## src/rtl/param_dmem_pkg.sv

```systemverilog
// Shared definitions for the lane data-memory port: subword geometry,
// request length / direction codes, FSM states and the load extender.
package param_dmem_pkg;

   localparam int P_NBITS   = 4;
   localparam int C_N_OFF   = 8;
   localparam int C_OFFBITS = 3;
   localparam int ADDR_W    = 32;
   localparam int WORD_W    = P_NBITS * C_N_OFF;

   localparam logic [1:0] LEN_WORD = 2'd0;
   localparam logic [1:0] LEN_BYTE = 2'd1;
   localparam logic [1:0] LEN_HALF = 2'd2;

   localparam logic RW_LD = 1'b0;
   localparam logic RW_ST = 1'b1;

   typedef enum logic [1:0] {
      ST_IDLE = 2'd0,
      ST_REQ  = 2'd1,
      ST_WAIT = 2'd2,
      ST_DONE = 2'd3
   } state_e;

   // Sign/zero-extend a load response; len code 3 behaves like a word.
   function automatic logic [WORD_W-1:0] load_extend(
      input logic [WORD_W-1:0] data,
      input logic [1:0]        len,
      input logic              is_unsigned
   );
      logic [WORD_W-1:0] result;
      logic              fill;
      result = data;
      fill   = 1'b0;
      case (len)
         LEN_BYTE: begin
            fill   = data[7] & ~is_unsigned;
            result = {{(WORD_W-8){fill}}, data[7:0]};
         end
         LEN_HALF: begin
            fill   = data[15] & ~is_unsigned;
            result = {{(WORD_W-16){fill}}, data[15:0]};
         end
         default: begin
            result = data;
         end
      endcase
      return result;
   endfunction

endpackage

```

## src/rtl/param_lane_dmem_port_if.sv

```systemverilog
// Data-memory request/response bundle. The port drives it as master,
// the memory (or a bench model) answers as slave.
interface param_lane_dmem_port_if;
   import param_dmem_pkg::*;

   logic              dmemreq_val;
   logic              dmemreq_rdy;
   logic              dmemreq_msg_rw;
   logic [1:0]        dmemreq_msg_len;
   logic [ADDR_W-1:0] dmemreq_msg_addr;
   logic [WORD_W-1:0] dmemreq_msg_data;
   logic              dmemresp_val;
   logic              dmemresp_rdy;
   logic [WORD_W-1:0] dmemresp_msg_data;

   modport master (
      output dmemreq_val, dmemreq_msg_rw, dmemreq_msg_len, dmemreq_msg_addr, dmemreq_msg_data,
      input  dmemreq_rdy,
      input  dmemresp_val, dmemresp_msg_data,
      output dmemresp_rdy
   );

   modport slave (
      input  dmemreq_val, dmemreq_msg_rw, dmemreq_msg_len, dmemreq_msg_addr, dmemreq_msg_data,
      output dmemreq_rdy,
      output dmemresp_val, dmemresp_msg_data,
      input  dmemresp_rdy
   );
endinterface

```

## src/rtl/param_subword_buf.sv

```systemverilog
// 32-bit word buffer seen by the lane as eight 4-bit subwords: one nibble
// write port, one nibble read mux, and a full-word load path.
module param_subword_buf
   import param_dmem_pkg::*;
(
   input  logic                 clk,
   input  logic                 reset,
   input  logic                 nib_we,
   input  logic [C_OFFBITS-1:0] nib_off,
   input  logic [P_NBITS-1:0]   nib_in,
   input  logic                 word_we,
   input  logic [WORD_W-1:0]    word_in,
   input  logic [C_OFFBITS-1:0] rd_off,
   output logic [P_NBITS-1:0]   rd_nib,
   output logic [WORD_W-1:0]    word_out
);

   logic [C_N_OFF-1:0][P_NBITS-1:0] buf_r;

   // Word load has priority; the port never asserts both writes together.
   always_ff @(posedge clk or negedge reset) begin
      if (!reset) begin
         buf_r <= '0;
      end else if (word_we) begin
         buf_r <= word_in;
      end else if (nib_we) begin
         buf_r[nib_off] <= nib_in;
      end
   end

   assign rd_nib   = buf_r[rd_off];
   assign word_out = buf_r;

endmodule

```

## src/rtl/param_lane_dmem_port.sv

```systemverilog
// Memory-side partner of the SIMD lane: gathers store subwords into a word,
// issues one val/rdy memory request per start pulse and returns the
// (extended) load word to the lane a subword at a time.
module param_lane_dmem_port
   import param_dmem_pkg::*;
(
   input  logic                   clk,
   input  logic                   reset,
   input  logic                   st_nib_en,
   input  logic [C_OFFBITS-1:0]   st_off,
   input  logic [P_NBITS-1:0]     st_nib,
   input  logic [C_OFFBITS-1:0]   ld_off,
   output logic [P_NBITS-1:0]     ld_nib,
   input  logic                   req_start,
   input  logic                   req_rw,
   input  logic [1:0]             req_len,
   input  logic                   req_unsigned,
   input  logic [ADDR_W-1:0]      req_addr,
   output logic                   busy,
   output logic                   done,
   param_lane_dmem_port_if.master dmem
);

   state_e            state_r;
   state_e            state_s;
   logic              rw_r;
   logic [1:0]        len_r;
   logic [ADDR_W-1:0] addr_r;
   logic              uns_r;
   logic              busy_r;
   logic              done_r;
   logic              req_val_r;
   logic              resp_rdy_r;
   logic              nib_we_s;
   logic              word_we_s;
   logic [WORD_W-1:0] word_in_s;
   logic [WORD_W-1:0] word_out_s;

   param_subword_buf u_buf (
      .clk      (clk),
      .reset    (reset),
      .nib_we   (nib_we_s),
      .nib_off  (st_off),
      .nib_in   (st_nib),
      .word_we  (word_we_s),
      .word_in  (word_in_s),
      .rd_off   (ld_off),
      .rd_nib   (ld_nib),
      .word_out (word_out_s)
   );

   // FSM state register.
   always_ff @(posedge clk or negedge reset) begin
      if (!reset) begin
         state_r <= ST_IDLE;
      end else begin
         state_r <= state_s;
      end
   end

   // Next-state logic; starts outside IDLE are dropped, not queued.
   always_comb begin
      state_s = state_r;
      case (state_r)
         ST_IDLE: begin
            if (req_start) state_s = ST_REQ;
            else           state_s = ST_IDLE;
         end
         ST_REQ: begin
            if (dmem.dmemreq_rdy) state_s = ST_WAIT;
            else                  state_s = ST_REQ;
         end
         ST_WAIT: begin
            if (dmem.dmemresp_val) state_s = ST_DONE;
            else                   state_s = ST_WAIT;
         end
         ST_DONE: begin
            state_s = ST_IDLE;
         end
         default: begin
            state_s = ST_IDLE;
         end
      endcase
   end

   // Buffer write enables: lane nibbles only while no request is in flight,
   // so the outgoing message data cannot change under the memory.
   always_comb begin
      nib_we_s  = 1'b0;
      word_we_s = 1'b0;
      word_in_s = load_extend(dmem.dmemresp_msg_data, len_r, uns_r);
      if ((state_r == ST_IDLE) || (state_r == ST_DONE)) begin
         nib_we_s = st_nib_en;
      end else begin
         nib_we_s = 1'b0;
      end
      if ((state_r == ST_WAIT) && dmem.dmemresp_val && (rw_r == RW_LD)) begin
         word_we_s = 1'b1;
      end else begin
         word_we_s = 1'b0;
      end
   end

   // Request attribute latches, captured on an accepted start.
   always_ff @(posedge clk or negedge reset) begin
      if (!reset) begin
         rw_r   <= 1'b0;
         len_r  <= 2'd0;
         addr_r <= '0;
         uns_r  <= 1'b0;
      end else if ((state_r == ST_IDLE) && req_start) begin
         rw_r   <= req_rw;
         len_r  <= req_len;
         addr_r <= req_addr;
         uns_r  <= req_unsigned;
      end
   end

   // Handshake/status outputs registered from the next state so they line
   // up exactly with the state they describe.
   always_ff @(posedge clk or negedge reset) begin
      if (!reset) begin
         busy_r     <= 1'b0;
         done_r     <= 1'b0;
         req_val_r  <= 1'b0;
         resp_rdy_r <= 1'b0;
      end else begin
         busy_r     <= (state_s == ST_REQ) || (state_s == ST_WAIT);
         done_r     <= (state_s == ST_DONE);
         req_val_r  <= (state_s == ST_REQ);
         resp_rdy_r <= (state_s == ST_WAIT);
      end
   end

   assign busy                  = busy_r;
   assign done                  = done_r;
   assign dmem.dmemreq_val      = req_val_r;
   assign dmem.dmemresp_rdy     = resp_rdy_r;
   assign dmem.dmemreq_msg_rw   = rw_r;
   assign dmem.dmemreq_msg_len  = len_r;
   assign dmem.dmemreq_msg_addr = addr_r;
   assign dmem.dmemreq_msg_data = word_out_s;

endmodule

```

## src/flat_wrapper.sv

```systemverilog
// flat-port wrapper written by rule: the top's interface ports become plain ports
module param_lane_dmem_port_flat import param_dmem_pkg::*;
  (clk, reset, st_nib_en, st_off, st_nib, ld_off, ld_nib, req_start, req_rw, req_len, req_unsigned, req_addr, busy, done, dmem_dmemreq_val, dmem_dmemreq_msg_rw, dmem_dmemreq_msg_len, dmem_dmemreq_msg_addr, dmem_dmemreq_msg_data, dmem_dmemreq_rdy, dmem_dmemresp_val, dmem_dmemresp_msg_data, dmem_dmemresp_rdy);
  param_lane_dmem_port_if dmem_i ();
  input  logic clk;
  input  logic reset;
  input  logic st_nib_en;
  input  logic [C_OFFBITS-1:0] st_off;
  input  logic [P_NBITS-1:0] st_nib;
  input  logic [C_OFFBITS-1:0] ld_off;
  output logic [P_NBITS-1:0] ld_nib;
  input  logic req_start;
  input  logic req_rw;
  input  logic [1:0] req_len;
  input  logic req_unsigned;
  input  logic [ADDR_W-1:0] req_addr;
  output logic busy;
  output logic done;
  output wire logic [$bits(dmem_i.dmemreq_val)-1:0] dmem_dmemreq_val;
  output wire logic [$bits(dmem_i.dmemreq_msg_rw)-1:0] dmem_dmemreq_msg_rw;
  output wire logic [$bits(dmem_i.dmemreq_msg_len)-1:0] dmem_dmemreq_msg_len;
  output wire logic [$bits(dmem_i.dmemreq_msg_addr)-1:0] dmem_dmemreq_msg_addr;
  output wire logic [$bits(dmem_i.dmemreq_msg_data)-1:0] dmem_dmemreq_msg_data;
  input wire logic [$bits(dmem_i.dmemreq_rdy)-1:0] dmem_dmemreq_rdy;
  input wire logic [$bits(dmem_i.dmemresp_val)-1:0] dmem_dmemresp_val;
  input wire logic [$bits(dmem_i.dmemresp_msg_data)-1:0] dmem_dmemresp_msg_data;
  output wire logic [$bits(dmem_i.dmemresp_rdy)-1:0] dmem_dmemresp_rdy;
  assign dmem_dmemreq_val = dmem_i.dmemreq_val;
  assign dmem_dmemreq_msg_rw = dmem_i.dmemreq_msg_rw;
  assign dmem_dmemreq_msg_len = dmem_i.dmemreq_msg_len;
  assign dmem_dmemreq_msg_addr = dmem_i.dmemreq_msg_addr;
  assign dmem_dmemreq_msg_data = dmem_i.dmemreq_msg_data;
  assign dmem_i.dmemreq_rdy = dmem_dmemreq_rdy;
  assign dmem_i.dmemresp_val = dmem_dmemresp_val;
  assign dmem_i.dmemresp_msg_data = dmem_dmemresp_msg_data;
  assign dmem_dmemresp_rdy = dmem_i.dmemresp_rdy;
  param_lane_dmem_port u_core (.clk(clk), .reset(reset), .st_nib_en(st_nib_en), .st_off(st_off), .st_nib(st_nib), .ld_off(ld_off), .ld_nib(ld_nib), .req_start(req_start), .req_rw(req_rw), .req_len(req_len), .req_unsigned(req_unsigned), .req_addr(req_addr), .busy(busy), .done(done), .dmem(dmem_i));
endmodule
```

## config.mk

```make
export PLATFORM = sky130hd
export DESIGN_NAME = param_lane_dmem_port_flat
export DESIGN_NICKNAME = d
export VERILOG_FILES = /design/src/rtl/param_dmem_pkg.sv /design/src/rtl/param_lane_dmem_port_if.sv /design/src/rtl/param_subword_buf.sv /design/src/rtl/param_lane_dmem_port.sv /design/src/flat_wrapper.sv
export SDC_FILE = /design/constraint.sdc
export NUM_CORES = 1
export LEC_CHECK = 0
export ABC_AREA = 1
export CAP_MARGIN = 30
export CELL_PAD_IN_SITES_DETAIL_PLACEMENT = 0
export CELL_PAD_IN_SITES_GLOBAL_PLACEMENT = 1
export CORE_MARGIN = 2
export CORE_UTILIZATION = 31
export CTS_CLUSTER_DIAMETER = 200
export CTS_CLUSTER_SIZE = 8
export DETAILED_ROUTE_END_ITERATION = 12
export MAX_ROUTING_LAYER = met4
export PLACE_DENSITY = 0.81
export SLEW_MARGIN = 20
export SYNTH_ARGS = -nofsm -noshare
export SYNTH_HDL_FRONTEND = slang
export SYNTH_SLANG_ARGS = --single-unit
export TNS_END_PERCENT = 50
```

## constraint.sdc

```tcl
create_clock -name clk -period 1.6 [get_ports clk]
set_input_delay 0.32 -clock clk [delete_from_list [all_inputs] [get_ports clk]]
set_output_delay 0.32 -clock clk [all_outputs]
set_load 0.005 [all_outputs]
```

After elaboration in Yosys (flattened, before gate mapping)
Cells that the tools add are included.
{ "totals": {"inputBits": 84, "output_inout_bits": 75, "regBits": 74, "elab_cells": 54} }
{ "op_classes": {"n_mux": 14, "bitwise": 4, "n_lt_le_gt_ge": 3, "n_eq_ne": 8, "n_reduce_logical": 8} }
{ "ops": {"columns": ["operator", "count"], "rows": [
  ["32-bit two-way mux", 2],
  ["32-bit case mux with 2 select lines", 1],
  ["32-bit bitwise mux", 1],
  ["4-bit binary-select mux with 3-bit select", 1],
  ["4-bit demux with 3-bit select", 1],
  ["2-bit equality test (second input constant)", 5],
  ["3-bit by 4-bit less-than comparator with 1-bit output (second input constant)", 2],
  ["4-bit two-way mux", 2],
  ["2-bit case mux with 4 select lines", 1],
  ["2-bit by 1-bit equality test with 1-bit output (second input constant)", 3],
  ["1-bit logical AND", 4],
  ["1-bit two-way mux", 4],
  ["3-bit by 1-bit >= comparator with 1-bit output (second input constant)", 1],
  ["1-bit AND", 2],
  ["2-bit logical NOT", 1],
  ["1-bit logical OR", 2],
  ["2-bit two-way mux", 1],
  ["1-bit NOT", 2],
  ["2-bit nonzero test", 1]
]} }

Longest topological paths before layout
{ "depth": {"word_depth": 7, "mapped_depth": 9, "depth_no_buf": 8} }

Modules after synthesis
Synthesis repeated with hierarchy kept, for this count alone.
{ "hier_totals": {"cells_unflattened": 620, "area_unflattened_um2": 4493.1} }
{ "modules_own_cells": {"columns": ["mod", "cells_per_inst", "area_each_um2", "n_inst", "seq_area_each_um2"], "rows": [
  ["param_subword_buf", 367, 2357.3, 1, 800.8],
  ["param_lane_dmem_port", 253, 2135.8, 1, 1051.0]
]} }

Worst setup path after synthesis
OpenSTA, ideal clock, no wires.
{ "synth_path": {"path_kind": "register -> register", "startpoint": "register u_core.state_r[0]", "endpoint": "register u_core.busy_r (netlist: u_core.busy)", "stages_incl_launch_ff": 9, "period_less_slack_ns": 1.462, "n_path_buf": 0, "setup_time_ns": 0.113, "t_arrival_ns": 1.349, "t_required_ns": 1.487, "path_slack_ns": 0.138, "path_cell_list": "dfrtp_1 -> inv_1 -> ha_1 -> nand2_1 -> o21ai_0 -> nand2_1 -> o21ai_0 -> ha_1 -> inv_1"} }
{ "synth_between": {"elab_chain_cells": 4, "elab_cells_between_ends": 8, "classes_between": "eq/ne: 5; mux: 1; reduce/logical: 2"} }
{ "synth_lines": {"columns": ["element", "line_no", "source"], "rows": [
  ["start: declaration", "param_lane_dmem_port.sv:24", "state_e state_r;"],
  ["start signal: assignment", "param_lane_dmem_port.sv:57", "state_r <= state_s;"],
  ["2-bit equality test (tied with other cells)", "param_lane_dmem_port.sv:64", "case (state_r)"],
  ["2-bit case mux with 4 select lines *", "param_lane_dmem_port.sv:64", null],
  ["2-bit by 1-bit equality test with 1-bit output or 2-bit equality test (tied branches)", "param_lane_dmem_port.sv:128", "busy_r <= (state_s == ST_REQ) || (state_s == ST_WAIT);"],
  ["1-bit logical OR *", "param_lane_dmem_port.sv:128", null],
  ["end signal: assignment", "param_lane_dmem_port.sv:128", null],
  ["end: declaration", "param_lane_dmem_port.sv:30", "logic busy_r;"]
]} }
Mark *: on every way between the ends. The rest lies on a longest branch, timed or not.
A chain may end at the register's enable or synchronous reset.

Worst setup path in the final report
{ "layout_path": {"startpoint": "register u_core.u_buf.buf_r, in the netlist u_core.u_buf.word_out[20]", "endpoint": "output port dmem_dmemreq_msg_data[20]"} }
{ "layout_rtl": {"columns": ["element", "line_no", "source"], "rows": [
  ["start: declaration", "param_subword_buf.sv:18", "logic [C_N_OFF-1:0][P_NBITS-1:0] buf_r;"],
  ["start signal: assignment", "param_subword_buf.sv:25", "buf_r <= word_in;"],
  ["start signal: indexed assignment", "param_subword_buf.sv:27", "buf_r[nib_off] <= nib_in;"],
  ["end: declaration", "flat_wrapper.sv:23", "output wire logic [$bits(dmem_i.dmemreq_msg_data)-1:0] dmem_dmemreq_msg_data;"]
]} }
No word-level cell between the ends.

==> summary.md <==
| Metric | Value |
|---|---|
| Worst Path Required | `1.28 ns` |
| Vias in the first global route | `4,066` |
| Syn Inst Count | `slightly below 500` |
| Final Cell Area | `between 6000 and 7000 sq um` |
| Crit-path max FO | `2` |
| CTS Buffer Depth | `2` |
| Post-synth top area share | `approximately 47%` |
| Count leader, synth | `nand2_1` |
| Hold Crit Class | `in -> async` |
| Inserted Clock Buffers | `9` |
| Maximum clock rate | `0.6384 GHz` |
| Flops & latches, synth | `74` |
| Layout cell share with drive strength beyond 1 | `about a fifth` |
| Async SR Flop Fraction | `100.0%` |
| Area contributors post-synth | `dfrtp_1 47%, nand2_1 21%, nand3_1 8.7%, mux2_2 8.3%, inv_1 3.2%` |
| DRC errors left | `0` |
| Worst-Margin Slew | `0.4297 ns` |
| Seq/Total Area, Yosys | `47.19%` |
| Final setup viols | `0` |
| Fillers | `1,233` |
| Dpl hpwl | `between 9000 and 10,000 um` |
| CTS sink count | `74` |
| Net count after synthesis | `between 500 and 600` |
| Routed Antenna Nets | `0` |
| TritonCTS clock tree | `done` |
| Clock slew at reported path FFs | `around 0.06 ns` |
| Post-route worst setup slack | `approximately 0.034 ns` |
| ANT cells | `0` |
| Drt first-iter violations | `219` |
| H-tree depth | `3` |
| Most common library cells after synthesis | `216 x nand2_1, 74 x dfrtp_1, 68 x nand3_1, 33 x inv_1, 29 x mux2_2` |
| Util after Layout | `51.28%` |
| Synth cell types | `18` |
| Via count | `roughly 4,000` |
| Pre-CTS setup slack | `-0.5830 ns` |
| PwrDens | `1689 nW/um^2` |
| Row count | `41` |
| CTS root buffer | `clkbuf_16` |
| Routed WL | `12,360 um` |
| Setup CP Type | `reg -> out` |
| Placed Area | `around 6000 sq um` |
| Starting Density | `between 30% and 40%` |
| Yosys warnings | `0` |
| LEAKAGE | `3.227 nW` |
| GP Congestion | `0.9394` |
| Area Growth Syn to Fin | `62.91%` |
| Die height | `116.5 um` |
| Worst-skew pair later-pin latency | `roughly 0.33 ns` |
| Max_cap viols | `0` |
| Layout Skew | `0.008233 ns` |
| GRT Total Usage | `19.41%` |
| Relative slew slack | `71.36%` |
| Worst hold margin | `-0.02487 ns` |
| Nets@finish | `784` |
| Vias per std cell | `around 4.5` |
| Largest net degree at the start of global routing | `75` |
| Fin crit share | `approximately 98%` |
| Initial antenna violation count | `0` |
| Cell taking the most area after synthesis | `dfrtp_1` |
| DR WL/cell | `between 10 and 15 um` |
| Hold Violations, Final | `19` |
| Top FF cell, synth | `dfrtp_1` |
| Flop2flop setup slack | `approximately 0.1 ns` |
| Core Area | `12,470 sq um` |
| Number of synthesized flops with an enable pin | `0` |
| Unrepaired setup endpoints after global routing | `true` |
| Final min period | `around 1.6 ns` |
| PortBufs | `roughly 160` |
| Worst setup SP type | `register` |
| Global-route wire length before repair | `slightly below 20,000 um` |
| Syn_area_per_cell | `~8 sq um` |
| Die width | `116.5 um` |
| Gr ovfl total | `0` |
| CP Capture Type | `output pin` |
| Failing checks | `negative hold slack` |
| Worst EP arrival | `around 1.3 ns` |
| Outcome | `finished, violations left` |
| Mapped Area | `3924 sq um` |
| Worst vdd ir | `roughly 830 uV` |
| Final slew viol count | `0` |
| Die ar. | `~14,000 sq um` |
| Top Ports | `159` |
| DRT Pass-1 Iters | `5` |
## area by class of cell
type | count | area [sq um] | area share (%)
Tap cell | 172 | 215.2 | 3.367
Sequential cell | 74 | 1852 | 28.97
Timing Repair Buffer | 215 | 2062 | 32.26
Inverter | 35 | 133.9 | 2.094
Multi-Input combinational cell | 356 | 1857 | 29.05
Clock inverter | 6 | 43.79 | 0.6851
Clock buffer | 10 | 229.0 | 3.582
## worst paths after layout
kind	endpoint	startpoint	depth (start not counted)
max	dmem_dmemreq_msg_data[20]	u_core.u_buf.word_out[20]$_DFFE_PN0P_	3
min	u_core.dmem.dmemreq_msg_addr[25]$_DFFE_PN0P_	reset	2
max reg2reg	u_core.busy$_DFF_PN0_	u_core.state_r[0]$_DFF_PN0_	8
min reg2reg	u_core.dmem.dmemreq_msg_addr[30]$_DFFE_PN0P_	u_core.dmem.dmemreq_msg_addr[30]$_DFFE_PN0P_	1
max in group asynchronous	u_core.u_buf.word_out[24]$_DFFE_PN0P_	reset	2
min in group clk	u_core.dmem.dmemreq_msg_addr[30]$_DFFE_PN0P_	u_core.dmem.dmemreq_msg_addr[30]$_DFFE_PN0P_	1
## stage by stage
stage	power, mW	setup TNS [ns]	instances
after floorplan	5.651	0	481
after global placement	8.877	-3.097	840
after detailed placement	8.962	-3.112	840
after CTS	10.85	-0.08363	868
after global routing	11.63	-0.04152	868
final	10.80	0	868
## registers in the layout (all words and copies together) (netlist names)
register / cells
u_core.busy: 1
u_core.dmem.dmemreq_val: 1
u_core.u_buf.word_out: 32
u_core.dmem.dmemresp_rdy: 1
u_core.dmem.dmemreq_msg_len: 2
u_core.dmem.dmemreq_msg_rw: 1
u_core.state_r: 2
u_core.dmem.dmemreq_msg_addr: 32
u_core.uns_r: 1
u_core.done: 1
## power by group
group | switching [mW] | internal (mW) | total (mW)
Sequential | 0.553 | 2.78 | 3.33
Combinational | 2.37 | 3.24 | 5.61
Clock | 0.807 | 1.05 | 1.86
Total | 3.73 | 7.07 | 10.8
## critical path: stages (launching register included)
cell	delay [ns]
dfrtp_1	0.39
buf_4	0.14
buf_4	0.13
dlygate4sd2_1	0.26
## what timing repair did
action / 4_1_cts / 5_1_grt
pin swaps: 1 / 10
setup endpoints to repair: 37 / 40
setup buffers: 12 / 4
gates cloned: 0 / 0
hold endpoints to repair: 0 / 0
hold buffers: 0 / 0
gates resized for setup: 52 / 25
## layout by cell type (no fill, tap or decap), types with 9 or more instances in the layout
cell             synthesis  routed
nand2_1                216     212
clkdlybuf4s50_1          0     119
dfrtp_1                 74      74
nand3_1                 68      67
buf_4                    3      47
mux2_2                  29      29
dlygate4sd2_1            0      28
inv_1                   33      24
inv_2                    2      10
nor2_1                  13      10
clkbuf_16                0       9
## routing by layer
layer	share of wire [%]	global-route usage (%)	vias up	wire length (um)
li1	-	-	1942	-
met1	42	23.07	1804	5187
met2	47	30.70	163	5813
met3	9.0	6.435	18	1117
met4	2.0	7.302	0	242
met5	0	-	-	0
## cell families after synthesis
family,after synthesis,share of synthesized area (%)
fa+ha+maj,9,2.870
compound gates,7,0.8928
buf+inv,51,6.537
mux,33,9.853
flops,74,47.19
simple gates,307,32.65
(Power assumes the default switching activity.)
